--- src/rtl/serial_add_pkg.sv ---
// Shared types and constants for the bit-serial structural adder.
// Holds the FSM state encoding, WIDTH bounds and the counter-width helper.
package serial_add_pkg;

  typedef enum logic [1:0] {
    IDLE  = 2'b00,
    SHIFT = 2'b01,
    DONE  = 2'b10
  } state_e;

  localparam int WIDTH_MIN = 2;
  localparam int WIDTH_MAX = 32;

  // Counter width for a WIDTH-bit operand: $clog2(WIDTH), never below 1.
  function automatic int cnt_w(input int w);
    return (w < 2) ? 1 : $clog2(w);
  endfunction

endpackage

--- src/rtl/serial_add_structural_full_add.sv ---
// One-bit structural adder cells: half adder, and a full adder made from two
// half adders plus an OR of their carries. Ports: a_i, b_i, ci_i -> s_o, co_o.
module half_add_structural (
  input  logic a_i,
  input  logic b_i,
  output logic s_o,
  output logic c_o
);

  assign s_o = a_i ^ b_i;
  assign c_o = a_i & b_i;

endmodule

module full_add_structural (
  input  logic a_i,
  input  logic b_i,
  input  logic ci_i,
  output logic s_o,
  output logic co_o
);

  logic s0;
  logic c0;
  logic c1;

  half_add_structural u_ha0 (
    .a_i (a_i),
    .b_i (b_i),
    .s_o (s0),
    .c_o (c0)
  );

  half_add_structural u_ha1 (
    .a_i (s0),
    .b_i (ci_i),
    .s_o (s_o),
    .c_o (c1)
  );

  assign co_o = c0 | c1;

endmodule

--- src/rtl/serial_add_structural.sv ---
// Bit-serial adder: one full-adder slice adds WIDTH-bit a/b LSB-first, one bit
// per clock, with valid/ready on both sides. Ports: clk, rst_n, in_valid/
// in_ready/a/b (operands), out_valid/out_ready/sum/carry (result).
// Optional: SERIAL_ADD_SUB_EN adds port 'sub' so the block computes a-b.
module serial_add_structural
  import serial_add_pkg::*;
#(
  parameter int WIDTH = 8
) (
  input  logic             clk,
  input  logic             rst_n,
  input  logic             in_valid,
  output logic             in_ready,
  input  logic [WIDTH-1:0] a,
  input  logic [WIDTH-1:0] b,
`ifdef SERIAL_ADD_SUB_EN
  input  logic             sub,
`endif
  output logic             out_valid,
  input  logic             out_ready,
  output logic [WIDTH-1:0] sum,
  output logic             carry
);

  localparam int CNT_W = cnt_w(WIDTH);
  localparam logic [CNT_W-1:0] CNT_LAST = CNT_W'(WIDTH - 1);

  if (WIDTH < WIDTH_MIN || WIDTH > WIDTH_MAX) begin : g_bad_width
    $error("serial_add_structural: WIDTH out of range");
  end

  state_e           state_q, state_d;
  logic [WIDTH-1:0] a_q, a_d;
  logic [WIDTH-1:0] b_q, b_d;
  logic [WIDTH-1:0] res_q, res_d;
  logic             cy_q, cy_d;
  logic [CNT_W-1:0] cnt_q, cnt_d;

  logic             fa_b;
  logic             fa_s;
  logic             fa_co;
  logic             cy_init;

`ifdef SERIAL_ADD_SUB_EN
  logic sub_q, sub_d;

  // Subtract = add inverted b with carry-in preset to 1.
  assign fa_b    = b_q[0] ^ sub_q;
  assign cy_init = sub;
`else
  assign fa_b    = b_q[0];
  assign cy_init = 1'b0;
`endif

  full_add_structural u_fa (
    .a_i  (a_q[0]),
    .b_i  (fa_b),
    .ci_i (cy_q),
    .s_o  (fa_s),
    .co_o (fa_co)
  );

  always_comb begin
    state_d   = state_q;
    a_d       = a_q;
    b_d       = b_q;
    res_d     = res_q;
    cy_d      = cy_q;
    cnt_d     = cnt_q;
`ifdef SERIAL_ADD_SUB_EN
    sub_d     = sub_q;
`endif
    in_ready  = 1'b0;
    out_valid = 1'b0;
    unique case (state_q)
      IDLE: begin
        in_ready = 1'b1;
        if (in_valid) begin
          a_d     = a;
          b_d     = b;
          cy_d    = cy_init;
          cnt_d   = '0;
`ifdef SERIAL_ADD_SUB_EN
          sub_d   = sub;
`endif
          state_d = SHIFT;
        end
      end
      SHIFT: begin
        // Sum bits enter at the MSB; after WIDTH shifts the LSB is at bit 0.
        res_d = {fa_s, res_q[WIDTH-1:1]};
        a_d   = a_q >> 1;
        b_d   = b_q >> 1;
        cy_d  = fa_co;
        cnt_d = cnt_q + 1'b1;
        if (cnt_q == CNT_LAST) begin
          state_d = DONE;
        end
      end
      DONE: begin
        out_valid = 1'b1;
        if (out_ready) begin
          state_d = IDLE;
        end
      end
      default: begin
        state_d = IDLE;
      end
    endcase
  end

  always_ff @(posedge clk or negedge rst_n) begin
    if (!rst_n) begin
      state_q <= IDLE;
      a_q     <= '0;
      b_q     <= '0;
      res_q   <= '0;
      cy_q    <= 1'b0;
      cnt_q   <= '0;
`ifdef SERIAL_ADD_SUB_EN
      sub_q   <= 1'b0;
`endif
    end else begin
      state_q <= state_d;
      a_q     <= a_d;
      b_q     <= b_d;
      res_q   <= res_d;
      cy_q    <= cy_d;
      cnt_q   <= cnt_d;
`ifdef SERIAL_ADD_SUB_EN
      sub_q   <= sub_d;
`endif
    end
  end

  assign sum   = res_q;
  assign carry = cy_q;

endmodule

--- config.mk ---
export PLATFORM = sky130hd
export DESIGN_NAME = serial_add_structural
export DESIGN_NICKNAME = d
export VERILOG_FILES = /design/src/rtl/serial_add_pkg.sv /design/src/rtl/serial_add_structural_full_add.sv /design/src/rtl/serial_add_structural.sv
export SDC_FILE = /design/constraint.sdc
export NUM_CORES = 1
export LEC_CHECK = 0
export ABC_AREA = 1
export CAP_MARGIN = 25
export CELL_PAD_IN_SITES_DETAIL_PLACEMENT = 0
export CELL_PAD_IN_SITES_GLOBAL_PLACEMENT = 2
export CORE_MARGIN = 5
export CORE_UTILIZATION = 29
export DETAILED_ROUTE_END_ITERATION = 8
export PLACE_DENSITY_LB_ADDON = 0.1
export SLEW_MARGIN = 20
export SYNTH_ARGS = -nofsm -noshare
export SYNTH_HDL_FRONTEND = slang
export SYNTH_SLANG_ARGS = --single-unit
export TNS_END_PERCENT = 100
--- constraint.sdc ---
create_clock -name clk -period 1.55 [get_ports clk]
set_input_delay 0.3875 -clock clk [delete_from_list [all_inputs] [get_ports clk]]
set_output_delay 0.3875 -clock clk [all_outputs]
set_load 0.05 [all_outputs]
==> results.tsv, run 1 <==
metric	value	unit
total_switching_power	1.85	mW
cp.required	1.16	ns
std_cell_rows	26	
dominant_combinational_cell_family_by_area_after_synthesis	simple AND/OR/NAND/NOR gates	
switching_share	0.412	
critPathKind	reg -> out	
detailed_place_hpwl	2270	um
synthTopCellsByCount	sky130_fd_sc_hd__nand2_1 (74), sky130_fd_sc_hd__inv_1 (35), sky130_fd_sc_hd__dfrtp_1 (30), sky130_fd_sc_hd__nand3_1 (16), sky130_fd_sc_hd__o21ai_0 (10)	
yosys.area.top_type_share	0.502	
hold_slack	0.471	ns
post-cts-setup-buffer-count	0	
area.growth.synth_to_final	41.4	%
synth.most_common_cell	sky130_fd_sc_hd__nand2_1	
timing.max_slew.rel_slack	0.833	
synth_xor_xnor_area_share	0	
final_max_slew_viol_count	0	
gr_overflow_total	0	
async_reset_ff_frac	1.00	
sink_count	30	
syn-mean-instance-area	8.04	um^2
grt_antenna_before_repair	0	
fin_tns_setup	0	ns
synth_enable_flop_cells	0	
grt_pass1_wl	5580	um
ys_top_cells_by_area	sky130_fd_sc_hd__dfrtp_1 (50%), sky130_fd_sc_hd__nand2_1 (19%), sky130_fd_sc_hd__inv_1 (8.8%)	
maximum_number_of_pins_on_one_net_before_global_route_repair	31	
final_net_count	246	
dpl.cell_count	286	
cts_max_path_buffers	2	
number_of_vias_per_cell_after_detailed_routing	4.06	
boundaryPins	31	
static-leakage-power	1.10	nW
cap_viol_max_count	0	
finish_stage_setup_viols	0	
routed-via-count	1191	
post_synth_mux_area_share	0	
tritoncts_clock_tree	built	
synth-seq-area-share	0.502	
grt_pass1_vias	1184	
cts.root.buffer_cell	sky130_fd_sc_hd__clkbuf_8	
critPathCaptureType	output pin	
cts_h_tree_depth	2	
final_min_period_over_clock_period	0.953	
iteration_0_drc_count_of_the_detailed_router	70	
final_cells	293	
timing.hold.worst.class	in -> async	
groute.usage.overall	0.112	
comb_power_share	0.502	
die_area	0.00669	mm^2
place_congestion	0.710	
synthFlopType	sky130_fd_sc_hd__dfrtp_1	
cts-buffers-inserted	5	
drive_gt1_frac	0.157	
synth_cells	186	
reg2reg_launch_point	carry$_DFFE_PN0P_	
cts.clk_slew.worst_paths	0.06	ns
core_area	0.00504	mm^2
power_density	2120	mW/mm^2
outcome	finished, final reports clean	
r2r_setup_slack	0.33	ns
drc_errors	0	
synth_simple_gate_area_frac	0.276	
drtAntennaViolNets	0	
worst_skew_pair.late_latency	0.28	ns
achievable-frequency	0.677	GHz
synth-warning-count	0	
sequentialPowerShare	0.320	
max-vdd-ir-drop	0.000865	V
tightest_slew	0.251	ns
routed_wirelength	3260	um
total_power	4.49	mW
setup.worst_path.start	state_q[1]$_DFFE_PN0P_	
synth_fp_nets	209	
drtPass1Iterations	4	
die_width	81.8	um
antenna_cells	0	
report.final.hold_viol_count	0	
port-buffer-count	30	
netlist_area	0.00150	mm^2
critical_path_startpoint_category	flop	
synthAdderAreaFrac	0.0301	
crit_arrival	1.09	ns
p_int	2.64	mW
synth_top_area_cell	sky130_fd_sc_hd__dfrtp_1	
wl_per_cell	11.1	um
fin_skew	0.00516	ns
die_h	81.8	um
ys_seq_elements	30	
floorplan.initialDensity	0.297	
synth_compound_gate_area_share	0.0586	
fin_crit	1.48	ns
crit_fanout	6	
clock_power_share	0.179	
yosys.cell_types.count	19	
grt_setup_unrepaired	no	
[critical path: stages, from the launching register on]
cell and delay, ns:
sky130_fd_sc_hd__dfrtp_2 0.44, sky130_fd_sc_hd__inv_4 0.09, sky130_fd_sc_hd__nor2_2 0.14, sky130_fd_sc_hd__buf_12 0.15
[power by group through the flow]
stage | logic, mW | clock network, mW | registers, mW
5_1_grt | 2.53 | 0.867 | 1.48
2_1_floorplan | 1.13 | 0 | 1.72
4_1_cts | 2.30 | 0.832 | 1.43
3_3_place_gp | 2.26 | 0 | 1.43
3_5_place_dp | 2.29 | 0 | 1.44
6_report | 2.25 | 0.802 | 1.43
[area by class of cell]
type	count	area, um^2
clock buffer	6	82.6
clock inverter	1	30.0
fill	513	2930
inverter	36	138
multi-input combinational	114	556
sequential	30	753
tap	70	87.6
timing repair buffer	36	468
[metrics by stage]
step                      instance area (um^2)  setup WS, ns   util
after CTS                                 2110       -0.0323  0.419
after detailed placement                  1990      -0.00120  0.395
after global routing                      2110        0.0109  0.419
final                                     2110        0.0732  0.419
after global placement                    1990        0.0165  0.395
after floorplan                           1500      -0.00528      -
[kinds of logic after synthesis]
kind of cell	count (synthesis)
adders and majority gates	3
buffers and inverters	42
DFF	30
AOI/OAI and AO/OA	14
and+or+nand+nor	97
[path summary, 6_finish.rpt]
kind	to	depth (start not counted)
min	a_q[5]$_DFFE_PN0P_	2
min in group clk	a_q[5]$_DFFE_PN0P_	2
max reg2reg	sum[7]$_DFFE_PN0N_	3
max	out_valid	3
max in group asynchronous	state_q[1]$_DFFE_PN0P_	2
min reg2reg	a_q[5]$_DFFE_PN0P_	2
[per-layer routing]
metal  global-route usage  vias to the layer above  wire [um]
met5                    0                        -          0
met3               0.0384                        7        185
li1                     -                      628          -
met4               0.0449                        0         57
met2                0.170                       25       1410
met1                0.146                      531       1610
[sequential cells by signal (all words and copies together) (netlist names)]
name,count
carry,1
b_q,8
sum,8
state_q,2
a_q,8
cnt_q,3
[repair_timing]
item	4_1_cts	5_1_grt
hold buffers	0	0
endpoints found under the setup margin	2	2
gates resized for setup	2	2
[placed cells by master, fill, tap and decap left out, drive strengths merged]
| cell type | count |
|---|---|
| nand3 | 17 |
| a21oi | 2 |
| dfrtp | 30 |
| nor2 | 4 |
| clkdlybuf4s50 | 19 |
| bufinv | 1 |
| buf | 17 |
| ha | 2 |
| fa | 1 |
| nand2 | 76 |
| o31ai | 1 |
| clkbuf | 6 |
| inv | 36 |
| o21ai | 11 |
Note: power is estimated with default switching activity, not from simulation.
==> run 2, diff against run 1 <==
--- a/config.mk
+++ b/config.mk
@@ -11,6 +11,7 @@
 export CELL_PAD_IN_SITES_GLOBAL_PLACEMENT = 2
 export CORE_MARGIN = 5
 export CORE_UTILIZATION = 29
+export CTS_CLUSTER_DIAMETER = 60
 export DETAILED_ROUTE_END_ITERATION = 8
 export PLACE_DENSITY_LB_ADDON = 0.1
 export SLEW_MARGIN = 20
==> results of run 2 <==
Same layout as run 1: the final DEF is identical, and so are final timing and power.
